`config.mk`:
```
export PLATFORM = sky130hd
export DESIGN_NAME = alu
export DESIGN_NICKNAME = d
export VERILOG_FILES = /design/src/rtl/alu_pkg.sv /design/src/rtl/alu_comb.sv /design/src/rtl/alu.sv
export SDC_FILE = /design/constraint.sdc
export NUM_CORES = 1
export LEC_CHECK = 0
export CAP_MARGIN = 20
export CORE_MARGIN = 8
export CORE_UTILIZATION = 25
export DETAILED_ROUTE_END_ITERATION = 16
export DONT_BUFFER_PORTS = 1
export PLACE_DENSITY_LB_ADDON = 0.1
export SYNTH_ARGS = -nofsm -noshare
export SYNTH_HDL_FRONTEND = slang
export SYNTH_SLANG_ARGS = --single-unit
export TNS_END_PERCENT = 50
```
`constraint.sdc`:
```
create_clock -name clk -period 3 [get_ports clk]
set_input_delay 0.45 -clock clk [delete_from_list [all_inputs] [get_ports clk]]
set_output_delay 0.45 -clock clk [all_outputs]
set_load 0.005 [all_outputs]
```
`src/rtl/alu_pkg.sv`:
```
// Shared definitions for the 8-bit ALU: datapath width and opcode encoding.
package alu_pkg;

    localparam int ALU_W = 8;

    typedef enum logic [1:0] {
        OP_ADD = 2'b00,
        OP_SUB = 2'b01,
        OP_OR  = 2'b10,
        OP_AND = 2'b11
    } alu_op_t;

endpackage

```
`src/rtl/alu_comb.sv`:
```
// Combinational core of the ALU: modulo-256 add/sub, bitwise OR/AND.
module alu_comb
    import alu_pkg::*;
(
    input  logic [ALU_W-1:0] i1,
    input  logic [ALU_W-1:0] i2,
    input  logic [2:1]       opcode,
    output logic [ALU_W-1:0] res
);

    // Select the operation; carry/borrow out of the 8-bit result is dropped.
    always_comb begin
        res = '0;
        unique case (alu_op_t'(opcode))
            OP_ADD: res = i1 + i2;
            OP_SUB: res = i1 - i2;
            OP_OR:  res = i1 | i2;
            OP_AND: res = i1 & i2;
        endcase
    end

endmodule

```
`src/rtl/alu.sv`:
```
// 8-bit two-operand ALU with a registered result and synchronous reset.
module alu
    import alu_pkg::*;
(
    input  logic             clk,
    input  logic             rst,
    input  logic [ALU_W-1:0] i1,
    input  logic [ALU_W-1:0] i2,
    input  logic [2:1]       opcode,
    output logic [ALU_W-1:0] o1
);

    logic [ALU_W-1:0] res;

    alu_comb u_comb (
        .i1     (i1),
        .i2     (i2),
        .opcode (opcode),
        .res    (res)
    );

    // Output register: rewritten every edge, reset takes priority.
    always_ff @(posedge clk) begin
        if (rst) begin
            o1 <= '0;
        end else begin
            o1 <= res;
        end
    end

endmodule

```
==> out/metrics.yaml, run 1 <==
run_status:
  status: "completed"
route:
  ant_nets: 0
  wl_per_cell_um: 14.2
  wirelength_um: 2230
  via_per_inst: 4.73
  drtIter0Drc: 17
  drt-pass1-iter-count: 5
  drc: 0
  vias: 742
clock_tree:
  cts.sinks: 8
  post-cts-setup-buffers: 0
  cts_tree: "yes"
  post_cts_resized: 0
  numCtsBuffers: 3
  cts_buffer_depth: 2
  postCtsHoldBufs: 0
  clkSlewWorstSetupHoldPaths_ns: 0.05
  root_buffer: "clkbuf_4"
  htreeDepth: 1
global_routing:
  grt_max_degree: 19
  grt_first_pass_wirelength_um: 3690
  grt_use_total_pct: 8.05
  grt_pass1_vias: 758
  antenna_found_initial: 0
  overflow: 0
timing:
  fin_hold_ws_ns: 0.269
  hold_violations: 0
  worstMarginPinSlew_ns: 0.286
  min_period_ns: 2.05
  setup_viol_count_final: 0
  report.final.slew_viol_count: 0
  fin_setup_tns_ns: 0
  fmax_ghz: 0.488
  period_share_pct: 68.3
  slew_headroom_pct: 80.4
  grt_setup_unrepaired: "false"
synthesis:
  postSynthAreaPerCell_um2: 8.22
  syn_inst: 110
  syn-num-nets: 141
  synth_ff_type: "dfxtp_1"
  ys_ff_latch: 8
  ys_warn_count: 0
  synth-edff-count: 0
  synthArstFlopShare_pct: 0
  ys_seq_area_share_pct: 17.7
  netlist_area_um2: 905
  ys_types: 34
critical_path:
  path_class: "input port to register"
  end_kind: "register"
  cp-start-kind: "input port"
  crit_arrival_ns: 2.19
  crit_required_ns: 3.14
  path_max_fanout: 4
floorplanning:
  dieArea_um2: 5800
  io_pins: 28
  die_y_um: 76.2
  initial_core_util_pct: 25.3
  core-area_um2: 3580
  die_w_um: 76.2
  rows: 22
place:
  gp_congestion: 0.823
  hpwl_um: 1920
  portBuffers: 0
layout:
  largest_register: "o1"
  antenna_cells: 0
  multiInputGateArea_um2: 683
  largest_register_ffs: 8
  reg_top3: "o1: 8 flops"
  drive_gt1_share_pct: 9.17
  area_growth_pct: 6.09
  nFillCells: 398
  regArea_um2: 160
  final_nets: 142
flow_run:
  maxCapViolations: 0
power:
  power_mw: 0.351
  powerDensity_nw_per_um2: 366
  p_leak_nw: 0.387
  ir_worst_vdd_mv: 0.0732
min_path:
  hold_path.class: "input port to register"
  holdPathStages: 1
  min_from: "rst"
  min_to: "o1[1]$_SDFF_PP0_"
per-layer routing:
metal | global-route usage (%) | vias up | share of wire (%)
met4 | 5.58 | 0 | 1.6
met2 | 12.5 | 20 | 45
met5 | 0 | - | 0
met3 | 2.48 | 2 | 7.2
met1 | 9.19 | 335 | 46
li1 | - | 385 | -
layout by cell type (no fill, tap or decap), types with 5 or more instances in the layout:
cell	n
inv_1	8
nand2_1	9
o21ai_0	5
nor2_1	12
a31oi_1	5
a21oi_1	7
xnor2_1	7
ha_1	10
dfxtp_1	8
synth_stat cells (3+ instances only):
cell type	count	share of area, %
nor2_1	12	5.0
ha_1	10	14
nand2_1	9	3.7
dfxtp_1	8	18
inv_1	8	3.3
a21oi_1	7	3.9
xnor2_1	7	6.8
a31oi_1	5	3.5
o21ai_0	5	2.8
o21a_1	4	3.3
o21ai_1	4	2.2
nor3_1	3	1.7
report_power, final:
part / leakage, nW / switching [mW] / internal, mW
Sequential: 0.0668 / 0.00672 / 0.120
Combinational: 0.307 / 0.0716 / 0.0719
Clock: 0.0138 / 0.0352 / 0.0457
Total: 0.387 / 0.113 / 0.238
cell type report:
cell class / count / share of cell area (%)
flip-flops and latches: 8 / 16.7
inverters: 9 / 3.52
multi-input cells: 89 / 71.2
clock buffers: 3 / 2.35
well taps: 48 / 6.26
logic make-up after synthesis:
| logic type | Yosys count | share of synthesized area, % |
|---|---|---|
| compound gates | 32 | 23.4 |
| simple gates | 32 | 19.1 |
| buf+inv | 13 | 6.78 |
| fa+ha+maj | 13 | 18.3 |
| xor+xnor | 10 | 12.6 |
| flops | 8 | 17.7 |
| mux | 2 | 2.21 |
worst max-delay path, stage by stage:
cell     delay [ns]
inv_1          0.04
ha_1           0.28
mux2i_1        0.25
ha_1           0.29
nor2b_1        0.14
o31a_1         0.27
o21ai_1        0.16
a21oi_1        0.09
o31a_1         0.23
through the flow:
stage	setup slack, ns	instances	util, %	instance area (µm²)
after floorplan	0.721	110	-	905
after global placement	0.705	154	26.2	937
after detailed placement	0.675	154	26.2	937
after CTS	0.932	157	26.8	960
after global routing	0.783	157	26.8	960
final	0.950	157	26.8	960
how the worst max path moves through the flow:
stage / from / to / slack (ns)
after detailed placement: i2[0] / o1[5]$_SDFF_PP0_ / 0.68
after CTS: i2[0] / o1[5]$_SDFF_PP0_ / 0.93
after global placement: opcode[1] / o1[5]$_SDFF_PP0_ / 0.71
after floorplan: opcode[2] / o1[5]$_SDFF_PP0_ / 0.72
final: i2[0] / o1[5]$_SDFF_PP0_ / 0.95
after global routing: i2[0] / o1[5]$_SDFF_PP0_ / 0.78
Power figures use the tool's default switching activity.
==> run 2: changes to the inputs <==
- clock period: 3 -> 2.05 ns (I/O delays scaled with it)
==> out/metrics.yaml, run 2 (synthesis gave the netlist of run 1 again) <==
floorplanning:
  io_pins: 28
  die_y_um: 76.2
  dieArea_um2: 5800
  die_w_um: 76.2
  core-area_um2: 3580
  initial_core_util_pct: 25.3
  rows: 22
layout:
  drive_gt1_share_pct: 16.9
  layout_common_cells: "nor2_1 (12), ha_1 (10), nand2_1 (9), buf_4 (9)"
  largest_register_ffs: 8
  final_nets: 151
  antenna_cells: 0
  nFillCells: 401
  area_growth_pct: 14.9
  reg_top3: "o1: 8 flops"
  largest_register: "o1"
  final_common_cell: "nor2_1"
timing:
  setup_ws_ns: 0.231
  period_share_pct: 88.7
  grt_setup_unrepaired: "false"
  slew_headroom_pct: 80.0
  worstMarginPinSlew_ns: 0.296
  min_period_ns: 1.82
  setup_viol_count_final: 0
  fmax_ghz: 0.550
  fin_setup_tns_ns: 0
  hold_violations: 0
  report.final.slew_viol_count: 0
route:
  wl_per_cell_um: 14.7
  drt-pass1-iter-count: 4
  drc: 0
  ant_nets: 0
  drtIter0Drc: 15
  via_per_inst: 4.52
  wirelength_um: 2430
  vias: 751
power:
  p_leak_nw: 0.432
  ir_worst_vdd_mv: 0.120
  powerDensity_nw_per_um2: 529
  power_mw: 0.550
critical_path:
  cp_slowest_cell: "ha_1"
  cp-start-kind: "input port"
  crit_arrival_ns: 1.96
  crit_required_ns: 2.19
  end_kind: "register"
  path_class: "input port to register"
  max_stage_delay_ns: 0.32
  worstPathCellList: "inv_1 -> ha_1 -> mux2i_4 -> ha_1 -> nor2b_1 -> o31a_1 -> o21ai_1 -> a21oi_1 -> o31a_1"
  path_max_fanout: 4
run_status:
  status: "completed"
clock_tree:
  postCtsHoldBufs: 0
  post-cts-setup-buffers: 0
  clkSlewWorstSetupHoldPaths_ns: 0.05
  htreeDepth: 1
  numCtsBuffers: 3
  post_cts_resized: 0
  cts_buffer_depth: 2
  cts_tree: "yes"
  root_buffer: "clkbuf_4"
  cts.sinks: 8
place:
  portBuffers: 0
  gp_congestion: 0.833
  post-place-ws_ns: -0.0149
  hpwl_um: 2030
min_path:
  hold_path.class: "input port to register"
  min_to: "o1[1]$_SDFF_PP0_"
  holdPathStages: 1
  min_from: "rst"
global_routing:
  antenna_found_initial: 0
  grt_pass1_vias: 745
  grt_max_degree: 19
  overflow: 0
  grt_use_total_pct: 8.31
  grt_first_pass_wirelength_um: 3860
flow_run:
  maxCapViolations: 0
[run 2: cell types whose count changed in the layout (fill, tap and decap cells not counted), sizes merged]
cell | previous run | this run
buf | 0 | 9
[run 2: worst max path at each step]
stage / startpoint / end / slack (ns) / depth (start not counted)
final: i2[0] / o1[5]$_SDFF_PP0_ / 0.23 / 9
after CTS: i2[0] / o1[5]$_SDFF_PP0_ / 0.25 / 9
after floorplan: opcode[2] / o1[5]$_SDFF_PP0_ / -0.04 / 10
after global routing: i2[0] / o1[5]$_SDFF_PP0_ / 0.09 / 9
after global placement: i2[0] / o1[7]$_SDFF_PP0_ / -0.03 / 10
after detailed placement: i2[0] / o1[5]$_SDFF_PP0_ / -0.01 / 9
[run 2: final cells by class]
type / count / area [µm²] / area share, %
Tap cell: 48 / 60.1 / 5.78
Timing Repair Buffer: 9 / 67.6 / 6.50
Sequential cell: 8 / 160 / 15.4
Multi-Input combinational cell: 89 / 696 / 66.9
Clock buffer: 3 / 22.5 / 2.17
Inverter: 9 / 33.8 / 3.25
[run 2: power by group]
part	switching (mW)	total, mW	leakage [nW]	internal [mW]
clock network	0.0514	0.118	0.0138	0.0669
registers	0.00980	0.185	0.0668	0.175
logic	0.113	0.247	0.351	0.134
[run 2: critical path: cells and delay by family]
family	cells	cell delay, ns
and+or+nand+nor	1	0.14
AOI/OAI and AO/OA	4	0.75
adders and majority gates	2	0.57
buffers and inverters	1	0.03
muxes	1	0.18
[run 2: layer usage]
| layer | vias up | GRT usage (%) | part of all wire (%) |
|---|---|---|---|
| li1 | 402 | - | - |
| met1 | 325 | 9.67 | 45 |
| met2 | 22 | 12.9 | 45 |
| met3 | 2 | 2.59 | 9.0 |
| met4 | 0 | 5.19 | 1.5 |
| met5 | - | 0 | 0 |
[run 2: stage by stage]
stage	cell area [µm²]	instances	hold slack [ns]	util (%)
3_5_place_dp	1020	163	0.386	28.4
4_1_cts	1040	166	0.111	29.1
2_1_floorplan	917	110	0.477	-
6_report	1040	166	0.127	29.1
3_3_place_gp	1020	163	0.385	28.4
5_1_grt	1040	166	0.110	29.1
